<file path="config.mk">
export PLATFORM = sky130hd
export DESIGN_NAME = fxp_mult_arbiter
export DESIGN_NICKNAME = d
export VERILOG_FILES = /design/src/rtl/fxp_mult_arbiter.sv
export SDC_FILE = /design/constraint.sdc
export NUM_CORES = 1
export LEC_CHECK = 0
export BUFFER_PORTS_ARGS = -buffer_cell sky130_fd_sc_hd__buf_4
export CAP_MARGIN = 20
export CORE_ASPECT_RATIO = 0.75
export CORE_MARGIN = 10
export CORE_UTILIZATION = 52
export DETAILED_ROUTE_END_ITERATION = 12
export HOLD_SLACK_MARGIN = 0.06
export PLACE_DENSITY = 0.74
export SYNTH_ARGS = -nofsm -noshare
export SYNTH_HDL_FRONTEND = slang
export SYNTH_SLANG_ARGS = --single-unit
</file>
<file path="constraint.sdc">
create_clock -name clk -period 3.8 [get_ports clk]
set_clock_uncertainty 0.05 [all_clocks]
set_input_delay 0.76 -clock clk [delete_from_list [all_inputs] [get_ports clk]]
set_output_delay 0.76 -clock clk [all_outputs]
set_load 0.02 [all_outputs]
</file>
<file path="src/rtl/fxp_mult_arbiter.sv">
// Two-requester round-robin front end for a single shared fixed-point multiplier.
// Operands and the full-precision product are registered; results return tagged with the issuing requester.

module fixedpoint_multiplier #(
  parameter int WI1 = 4,
  parameter int WF1 = 5,
  parameter int WI2 = 3,
  parameter int WF2 = 3,
  parameter int WIO = WI1 + WI2,
  parameter int WFO = WF1 + WF2
) (
  input  logic [WI1+WF1-1:0] a,
  input  logic [WI2+WF2-1:0] b,
  output logic [WIO+WFO-1:0] p
);
  localparam int WA = WI1 + WF1;
  localparam int WB = WI2 + WF2;
  localparam int WO = WIO + WFO;

  logic signed [WO-1:0] a_ext;
  logic signed [WO-1:0] b_ext;

  // Both operands are sign-extended to the product width, so the product never overflows
  assign a_ext = {{(WO-WA){a[WA-1]}}, a};
  assign b_ext = {{(WO-WB){b[WB-1]}}, b};
  assign p     = a_ext * b_ext;
endmodule

// state | meaning
// IDLE  | waiting for a request; grant and latch operands in the same cycle
// MULT  | registered operands drive the multiplier; product captured at cycle end
// RESP  | out_valid high, result held until out_ready
module fxp_mult_arbiter #(
  parameter int WI1   = 4,
  parameter int WF1   = 5,
  parameter int WI2   = 3,
  parameter int WF2   = 3,
  parameter int WIO   = WI1 + WI2,
  parameter int WFO   = WF1 + WF2,
  parameter int CNT_W = 16
) (
  input  logic                   clk,
  input  logic                   rst,
  input  logic [1:0]             req_valid,
  output logic [1:0]             req_ready,
  input  logic [WI1+WF1-1:0]     req_a0,
  input  logic [WI1+WF1-1:0]     req_a1,
  input  logic [WI2+WF2-1:0]     req_b0,
  input  logic [WI2+WF2-1:0]     req_b1,
  output logic                   out_valid,
  input  logic                   out_ready,
  output logic [WIO+WFO-1:0]     out_data,
  output logic                   out_id,
  output logic                   busy,
  output logic [CNT_W-1:0]       op_count
);
  localparam int WA = WI1 + WF1;
  localparam int WB = WI2 + WF2;
  localparam int WO = WIO + WFO;

  localparam logic [1:0] IDLE = 2'd0;
  localparam logic [1:0] MULT = 2'd1;
  localparam logic [1:0] RESP = 2'd2;

  logic [1:0]    state;
  logic          last_grant;
  logic          grant_id;
  logic          grant_en;
  logic          op_id;
  logic [WA-1:0] op_a;
  logic [WB-1:0] op_b;
  logic [WO-1:0] product;

  // Under contention the requester not served last wins
  always_comb begin
    grant_id = 1'b0;
    case (req_valid)
      2'b01:   grant_id = 1'b0;
      2'b10:   grant_id = 1'b1;
      2'b11:   grant_id = ~last_grant;
      default: grant_id = 1'b0;
    endcase
  end

  // rst gates the accept strobe so nothing is handshaken while reset is held
  assign grant_en  = !rst && (state == IDLE) && (|req_valid);
  assign req_ready = grant_en ? (grant_id ? 2'b10 : 2'b01) : 2'b00;
  assign out_valid = (state == RESP);
  assign busy      = (state != IDLE);

  fixedpoint_multiplier #(
    .WI1 (WI1),
    .WF1 (WF1),
    .WI2 (WI2),
    .WF2 (WF2),
    .WIO (WIO),
    .WFO (WFO)
  ) u_mult (
    .a (op_a),
    .b (op_b),
    .p (product)
  );

  always_ff @(posedge clk or posedge rst) begin
    if (rst) begin
      state      <= IDLE;
      last_grant <= 1'b1;
      op_id      <= 1'b0;
      op_a       <= '0;
      op_b       <= '0;
      out_data   <= '0;
      out_id     <= 1'b0;
      op_count   <= '0;
    end else begin
      case (state)
        IDLE: begin
          if (grant_en) begin
            op_a       <= grant_id ? req_a1 : req_a0;
            op_b       <= grant_id ? req_b1 : req_b0;
            op_id      <= grant_id;
            last_grant <= grant_id;
            state      <= MULT;
          end
        end
        MULT: begin
          out_data <= product;
          out_id   <= op_id;
          state    <= RESP;
        end
        RESP: begin
          if (out_ready) begin
            op_count <= op_count + CNT_W'(1);
            state    <= IDLE;
          end
        end
        default: state <= IDLE;
      endcase
    end
  end
endmodule

</file>
# Word level (Yosys, flattened, before mapping)
# Index checks and enable logic that the tools add are counted.
# word_totals
ff_bits,51
in_bits,35
elab_cells,34
# classes
add_sub_neg,1
multipliers,1
eq_ne,6
n_mux,8
n_bitwise,1
n_reduce_logical,9
# op_table
operator,count
adder 16 x 1 -> 16 bit (second input constant),1
multiplier 9 x 6 -> 15 bit,1
2-to-1 mux 9 bit,1
2-to-1 mux 2 bit,4
equality test 2 bit (second input constant),3
2-to-1 mux 6 bit,1
case mux 2 bit (3 select lines),1
AND reduction 2 bit,3
equality test 2 x 1 -> 1 bit (second input constant),1
logical AND 1 bit,2
logical NOT 2 bit,1
!= test 2 x 1 -> 1 bit (second input constant),1
!= test 2 bit (second input constant),1
case mux 1 bit (2 select lines),1
nonzero test 2 bit,1
OR reduction 2 bit,1
logical NOT 1 bit,1
inverter 1 bit,1

# Logic depth before layout (Yosys ltp)
# Gate-level depths: netlist of run 1.
# depth
depth_word,5
depth_mapped,15

# By module
# Synthesis of run 1 repeated with hierarchy kept, for this count alone.
# unflattened
cells_unflattened,359
hier_area_um2,3967.6
# by_module_without_submodules
module,n_inst,cells_each,area_per_inst_um2,seq_area_each_um2
fxp_mult_arbiter,1,160,2098.3,1277.5
fixedpoint_multiplier,1,199,1869.3,0.0

# Least setup slack after synthesis of run 1
# OpenSTA, ideal clock, no wires.
# synth_path
path_kind,register to register
from,register op_b[4]
to,register out_data[14]
setup_time_ps,95
arrival_time_ps,4006
path_slack_ps,-351
path_stages_with_launch,15
period_less_slack_ps,4151
cell_sequence,dfrtp_1 clkbuf_1 nand2_1 fa_1 fa_1 inv_1 fa_1 fa_1 inv_1 fa_1 nand2b_1 a21oi_2 o2111ai_1 and3_1 o31ai_1
# synth_via
elab_chain_len,1
# synth_rtl
element,line_no,rtl
from (decl),71,logic [WB-1:0] op_b;
from (signal assigned),119,op_b <= grant_id ? req_b1 : req_b0;
multiplier 9 x 6 -> 15 bit,26,assign p = a_ext * b_ext;
to (signal assigned),126,out_data <= product;
to (decl),52,"output logic [WIO+WFO-1:0] out_data,"
# Every way passes these cells.
# A chain may end at the register's enable or synchronous reset.

# Worst setup path after layout of run 1
# layout_path
from,register op_b[2]
to,register out_data[14]
# Same word-level chain as after synthesis.

==> results of run 1 <==
==> cells by family after synthesis <==
logic type	after synthesis	synth area share, %
multiplexers	18	4.49
buffers and inverters	47	5.41
AND/OR/NAND/NOR	145	18.0
flip-flops	51	31.2
XOR/XNOR	27	5.78
AO/OA/AOI/OAI	48	7.92
adder cells (fa/ha/maj)	66	27.1
==> timing repair <==
action | 4_1_cts | 5_1_grt
resized for setup | 16 | 5
hold buffers | 0 | 0
pin swaps | 19 | 5
gates cloned | 0 | 0
buffers inserted | 4 | 1
endpoints found under the setup margin | 7 | 9
==> layer usage <==
layer  vias up  wire length (µm)  global-route usage (%)  share of wire, %
met4         0               108                    4.22               1.1
met1      1482              4230                    21.2                45
met2        71              4590                    25.4                49
met3        12               471                    3.94               5.0
met5         -                 0                       0                 0
li1       1517                 -                       -                 -
==> synthesized netlist by cell type (8+ instances only) <==
master	count
xor2_1	10
nor2b_1	8
o21ai_0	10
o21ai_2	12
fa_1	38
nand3_1	9
and2_1	37
inv_1	34
dfrtp_1	50
nand2_1	62
a21oi_1	10
xnor2_1	17
ha_1	28
mux2i_1	15
==> worst min-delay path by stage <==
stage / startpoint / endpoint / cells after the start
after floorplan: last_grant / last_grant / 2
final: last_grant / last_grant / 2
after global routing: op_count[15] / op_count[15] / 1
after CTS: last_grant / last_grant / 2
after detailed placement: last_grant / last_grant / 2
after global placement: last_grant / last_grant / 2
==> worst max-delay path, cell delays in order (launching register included) <==
cell and delay (ns):
dfrtp_1 0.39, and2_4 0.16, fa_1 0.54, inv_2 0.04
fa_1 0.48, inv_1 0.05, fa_1 0.44, fa_1 0.53
inv_2 0.05, fa_2 0.33, nand2b_4 0.16, a21oi_4 0.16
o2111ai_2 0.13, and3_1 0.17, o31ai_1 0.23
==> cells in the final DEF (no fill, tap or decap), drive strengths merged, types with 2 or more instances in the layout <==
cell type  instances
mux2               3
xor2              10
a211oi             2
and2              37
nand4              3
nor2               6
clkbuf             6
o21ai             25
mux2i             15
inv               35
nor2b              8
nand2b             7
a21oi             11
nand3              9
fa                38
a21o               2
buf              110
ha                28
xnor2             17
and3               7
dfrtp             50
o211ai             2
nand2             62
or3                2
==> flip-flops by register name, summed over array words and instances (netlist names) <==
register	count
op_id	1
op_a	9
out_data	15
last_grant	1
state	2
op_b	6
op_count	16
out_id	1
==> metrics by stage <==
step / hold slack, ns / cell area [µm²] / setup slack [ns] / utilization [%] / std cells
global route: 0.441 / 5270 / -0.403 / 70.3 / 609
global placement: 0.405 / 4960 / -0.164 / 66.1 / 595
detailed placement: 0.411 / 4960 / -0.257 / 66.1 / 595
CTS: 0.426 / 5220 / -0.218 / 69.7 / 607
floorplan: 0.387 / 4150 / -0.0821 / - / 402
finish: 0.424 / 5270 / -0.242 / 70.3 / 609
==> final cells by class <==
class / instances / area [µm²] / share of cell area, %
Clock buffer: 6 / 72.6 / 1.38
Clock inverter: 2 / 37.5 / 0.712
Inverter: 35 / 131 / 2.49
Multi-Input combinational cell: 304 / 2790 / 52.9
Sequential cell: 51 / 1280 / 24.2
Tap cell: 101 / 126 / 2.40
Timing Repair Buffer: 110 / 838 / 15.9
==> metrics.txt, run 1 <==
all-layer global routing usage=roughly 16%; core area=around 7500 µm²; largest net degree at the start of global routing=52; Routed Wire Length=~9400 µm; vias in the first global route=~3,200; CP endpoint=out_data[14]; via count=around 3,100; Slew @ Worst Pin=roughly 0.94 ns; Bufs on Longest Clock Path=2; CP startpoint=op_b[2]; die height=about 97 µm; Startpoint Class=flip-flop; Hold Crit Class=flip-flop to flip-flop; Port Buf Inserts=70; Syn Inst Count=between 400 and 500; Reg2Reg Setup Slack=-0.24 ns; number of max-slew violations in the final report=0; Tmin final=about 4.0 ns; synthesized area=around 4100 µm²; Ports=71; # setup viols final=7; Netlist cell types=43; dominant cells by area after synthesis=dfrtp_1 31%, fa_1 19%, ha_1 8.6%; dpl hpwl=between 7000 and 8000 µm; Async S/R FF share, synth=100%; nets@finish=around 600; initial core utilization=between 50% and 60%; number of synthesized flops with an enable pin=0; worst rel slew slack=37.5%; post-synth top area share=between 30% and 40%; post-detailed-route count of antenna-violating nets=0; clock transition at the registers of the reported paths=0.09 ns; initial antenna violation count=0; RSZ-0062 raised after global routing=true; CP Data Required Time=a little under 4 ns; setup TNS=-1.06 ns; setup ws final=-0.242 ns; CTS sink count=51; full die area=11,900 µm²; # diodes=0; Synth Warn #=0; Yosys top cell by area=dfrtp_1; GRT overflow=0; first-pass GRT wire length=between 15,000 and 20,000 µm; TritonRoute pass-1 iters=4; number of buffers created by CTS=5; Worst R2R End=out_data[14]; root buffer cell=clkbuf_8; Worst Setup End Kind=flip-flop; Row Count=27; RR Startpoint=op_b[2]; H-tree levels=2; arrival time at the worst endpoint=4.20 ns; Syn Nets=approximately 500; Fin. Hold Viols=0; share of cells above drive strength 1=between 30% and 40%; Reg2Reg Depth=14; sequential-to-total area share from yosys stat=31.2%; vias per cell=about 5; Final Cycle Share=106%; Post-synth top flop=dfrtp_1; drt wl/cell=~15 µm; worst skew pair latency=around 0.32 ns; status=finished, violations left; DRC=0; failing checks=setup timing; Synth Register Bits=just over 50; fmax=around 0.25 GHz; worst-path maximum fanout=3; Crit Path Class=flip-flop to flip-flop; Die Wd=about 120 µm; maxcap violations=0; syn avg cell area=between 10 and 15 µm²; CTS tree=yes; gpl congestion=~0.83; Layout area overhead=28.9%; fillcell total=600; First DRT Iteration DRCs=~140
Power of run 1 is left out: the tool's default activity adds up to more than one toggle a clock period on the data nets, which glitch-free logic cannot reach.
==> run 2, diff against run 1 <==
- REMOVE_ABC_BUFFERS: not set -> 1
==> metrics.txt, run 2 (synthesis gave the netlist of run 1 again) <==
family with the most delay on the worst path=adder cells; largest net degree at the start of global routing=52; Reg2Reg Depth=14; CTS tree=yes; maxcap violations=0; setup ws final=-0.265 ns; M1 GR Usage=approximately a fifth; Routed Wire Length=slightly below 9000 µm; Tmin final=slightly above 4 ns; setup TNS=-1.50 ns; first-pass GRT wire length=between 10,000 and 15,000 µm; GRT overflow=0; Post-Place Worst Slack=-0.493 ns; full die area=11,900 µm²; Die Wd=122 µm; final instance area=5250 µm²; Critical Path, Cell by Cell=and2_4 > fa_1 > inv_1 > fa_1 > inv_2 > fa_1 > fa_1 > inv_2 > fa_2 > nand2b_4 > a21oi_4 > o2111ai_2 > and3_1 > o31ai_1; number of max-slew violations in the final report=0; CTS sink count=between 50 and 60; dpl hpwl=7030 µm; post-detailed-route count of antenna-violating nets=0; vias per cell=about 5.0; RR Startpoint=op_a[3]; via count=between 3,000 and 4,000; Row Count=27; worst-path maximum fanout=3; Final Cycle Share=107%; initial core utilization=~55%; most frequent cells in the layout=114 x buf_4, 62 x nand2_1, 50 x dfrtp_1; fillcell total=between 500 and 600; Port Buf Inserts=70; vias in the first global route=3,118; initial antenna violation count=0; all-layer global routing usage=14.4%; placed cell areas=4960 µm²; Largest regs=op_count x16, out_data x15, op_a x9; number of flip-flops under the largest register name=16; share of cells above drive strength 1=about a third; Crit Path Class=flip-flop to flip-flop; nets@finish=613; TritonRoute pass-1 iters=4; most frequent CP cell=fa_1; number of buffers created by CTS=5; Worst R2R End=out_data[14]; # diodes=0; die height=between 90 and 100 µm; commonest non-fill, non-tap cell in the layout=buf_4; DRC=0; Layout area overhead=28.2%; Reg2Reg Setup Slack=-0.27 ns; Bufs on Longest Clock Path=2; Slew @ Worst Pin=about 0.8 ns; status=finished, violations left; arrival time at the worst endpoint=around 4.2 ns; GR peak layer=met2; gpl congestion=between 0.7 and 0.8; worst skew pair latency=roughly 0.30 ns; RSZ-0062 raised after global routing=true; met3 Use GR=3.30%; crit-path max cell delay=around 0.54 ns; Hold Crit Class=primary input to async pin; Startpoint Class=flip-flop; fmax=~0.25 GHz; root buffer cell=clkbuf_8; drt wl/cell=about 14 µm; worst rel slew slack=between 40 and 50%; CP max-delay cell=fa_1; register name with the most flops=op_count; CP Data Required Time=between 3 and 4 ns; met2 Use GR=a little under a quarter; Ports=71; core area=7500 µm²; failing checks=setup timing; First DRT Iteration DRCs=141; final worst hold slack=0.381 ns; clock transition at the registers of the reported paths=between 0.1 and 0.15 ns; Fin. Hold Viols=0; worst path bufs/invs=3; # setup viols final=7; hold_buf cts=0; Worst Setup End Kind=flip-flop; H-tree levels=2
==> run 2: changes by cell type in the layout (fill, tap and decap cells not counted), moves of 2 or more <==
cell,previous run,this run
buf_4,109,114
ha_1,19,24
ha_4,9,4
and2_1,34,36
and2_4,3,1
inv_1,29,31
inv_2,6,4
o21ai_0,9,7
o21ai_1,4,6
==> run 2: timing repair <==
item                                   in CTS  in global routing
pin swaps                                  13                  3
cloned                                      0                  0
gates resized for setup                    19                  6
setup endpoints to repair                   7                  8
buffers inserted                            2                  2
endpoints found under the hold margin       0                  0
==> run 2: worst max-delay path by stage <==
stage	startpoint	to	slack, ns	cells past startpoint
after floorplan	op_b[2]	out_data[14]	-0.34	14
after global placement	op_a[3]	out_data[14]	-0.39	14
after detailed placement	op_a[3]	out_data[14]	-0.49	14
after CTS	op_a[3]	out_data[14]	-0.24	14
after global routing	op_a[3]	out_data[14]	-0.42	14
final	op_a[3]	out_data[14]	-0.27	14
==> run 2: cell type report <==
cell class | instances | area (µm²) | area share [%]
Sequential cell | 51 | 1280 | 24.4
Multi-Input combinational cell | 304 | 2720 | 51.8
Inverter | 35 | 131 | 2.50
Timing Repair Buffer | 115 | 876 | 16.7
Tap cell | 101 | 126 | 2.41
Clock buffer | 5 | 68.8 | 1.31
Clock inverter | 3 | 46.3 | 0.883
==> run 2: per-stage QoR <==
| stage | utilization, % | instances |
|---|---|---|
| 3_5_place_dp | 66.1 | 601 |
| 6_report | 69.9 | 614 |
| 3_3_place_gp | 66.1 | 601 |
| 4_1_cts | 69.2 | 611 |
| 5_1_grt | 69.9 | 614 |
| 2_1_floorplan | - | 390 |
==> run 2: metal layers <==
| layer | up-vias | part of all wire [%] |
|---|---|---|
| met4 | 0 | 1.1 |
| met3 | 10 | 4.9 |
| met1 | 1464 | 49 |
| li1 | 1531 | - |
| met5 | - | 0 |
| met2 | 70 | 45 |
Power of run 2 is left out for the same reason.
==> run 3, diff against run 2 <==
- CORE_UTILIZATION: 52 -> 47
- PLACE_DENSITY: 0.74 -> 0.67
==> metrics.txt, run 3 (synthesis gave the netlist of run 1 again) <==
initial core utilization=around half; Bufs on Longest Clock Path=2; via count=slightly above 3,000; worst skew pair latency=0.29 ns; RR Startpoint=op_a[3]; most frequent CP cell=fa_1; CTS sink count=just over 50; die height=between 100 and 150 µm; commonest non-fill, non-tap cell in the layout=buf_4; share of cells above drive strength 1=33.3%; GRT overflow=0; final worst hold slack=between 0.4 and 0.5 ns; Final Cycle Share=107%; all-layer global routing usage=roughly 14%; Ports=about 70; full die area=about 13,000 µm²; clock transition at the registers of the reported paths=0.07 ns; status=finished, violations left; Slew @ Worst Pin=~0.84 ns; Crit Path Class=flip-flop to flip-flop; initial antenna violation count=0; dpl hpwl=between 7000 and 8000 µm; Port Buf Inserts=70; Critical Path, Cell by Cell=and2_4 > fa_1 > inv_1 > fa_1 > inv_1 > fa_1 > fa_1 > buf_4 > ha_4 > a211oi_2 > o21bai_2 > a21oi_2 > or3_1 > a31oi_1; Row Count=29; CP Data Required Time=between 3 and 4 ns; Die Wd=around 130 µm; number of buffers created by CTS=5; Worst Setup End Kind=flip-flop; # setup viols final=7; First DRT Iteration DRCs=around 120; setup TNS=-1.19 ns; setup ws final=-0.280 ns; most frequent cells in the layout=108 x buf_4, 62 x nand2_1, 50 x dfrtp_1; fmax=0.245 GHz; maxcap violations=0; post-detailed-route count of antenna-violating nets=0; number of flip-flops under the largest register name=16; register name with the most flops=op_count; failing checks=setup timing; gpl congestion=roughly 0.8; worst-path maximum fanout=3; RSZ-0062 raised after global routing=true; family with the most delay on the worst path=adder cells; vias per cell=4.97; # diodes=0; worst rel slew slack=44.3%; Fin. Hold Viols=0; number of max-slew violations in the final report=0; H-tree levels=2; root buffer cell=clkbuf_16; fillcell total=just under 700; hold_sp=last_grant; CP max-delay cell=fa_1; drt wl/cell=roughly 15 µm; TritonRoute pass-1 iters=4; Hold Crit Class=flip-flop to flip-flop; core area=8450 µm²; worst path bufs/invs=3; DRC=0; Routed Wire Length=between 9000 and 10,000 µm; CP startpoint=op_a[3]; vias in the first global route=about 3,200; arrival time at the worst endpoint=roughly 4.2 ns; largest net degree at the start of global routing=52; first-pass GRT wire length=approximately 15,000 µm; crit-path max cell delay=0.53 ns; nets@finish=between 600 and 700; hold_buf cts=0; Startpoint Class=flip-flop; Largest regs=op_count x16, out_data x15, op_a x9; CTS tree=yes; Tmin final=4.08 ns; Layout area overhead=31.2%
run 3: cell count changes in the layout (fill, tap and decap cells not counted), moves of 5 or more:
cell	before	now
buf_4	114	108
clkbuf_16	0	5
clkbuf_8	5	0
ha_1	24	17
ha_4	4	11
run 3: worst paths after layout:
kind / to / slack, ns / cells past startpoint
setup / recovery: out_data[13] / -0.28 / 14
hold / removal: last_grant / 0.42 / 2
setup reg to reg: out_data[13] / -0.28 / 14
hold reg to reg: last_grant / 0.42 / 2
max in group asynchronous: out_data[13] / 2.75 / 3
min in group asynchronous: out_id / 0.43 / 2
run 3: per-layer routing:
metal	global-route usage [%]	share of wire (%)	vias up
li1	-	-	1511
met1	19.8	47	1471
met3	3.89	6.1	6
met5	0	0	-
met2	22.0	47	73
met4	2.33	0.35	0
run 3: cell type report:
class / instances / area (µm²) / share of cell area (%)
tap: 108 / 135 / 2.52
inverter: 35 / 131 / 2.45
sequential: 51 / 1280 / 23.8
multi-input combinational: 304 / 2820 / 52.4
clock inverter: 3 / 43.8 / 0.815
timing repair buffer: 110 / 842 / 15.7
clock buffer: 5 / 125 / 2.33
run 3: what timing repair did:
| item | in CTS | in global routing |
|---|---|---|
| endpoints found under the setup margin | 8 | 8 |
| buffers inserted | 1 | 2 |
| gates resized for setup | 24 | 10 |
| pin swaps | 15 | 7 |
run 3: worst reg2reg max path: stages (launching register included):
cell and delay, ns:
dfrtp_1 0.38, and2_4 0.16, fa_1 0.53, inv_1 0.05, fa_1 0.48, inv_1 0.06, fa_1 0.49, fa_1 0.45
buf_4 0.17, ha_4 0.27, a211oi_2 0.07, o21bai_2 0.22, a21oi_2 0.10, or3_1 0.35, a31oi_1 0.17
run 3: stage by stage:
step           setup WS, ns  cells  cell area, µm²  util (%)
2_1_floorplan        -0.336    390            4000         -
3_3_place_gp         -0.388    604            4940      58.4
3_5_place_dp         -0.465    604            4940      58.4
4_1_cts              -0.218    613            5300      62.6
5_1_grt              -0.379    616            5370      63.5
6_report             -0.280    616            5370      63.5
Power of run 3 is left out for the same reason.
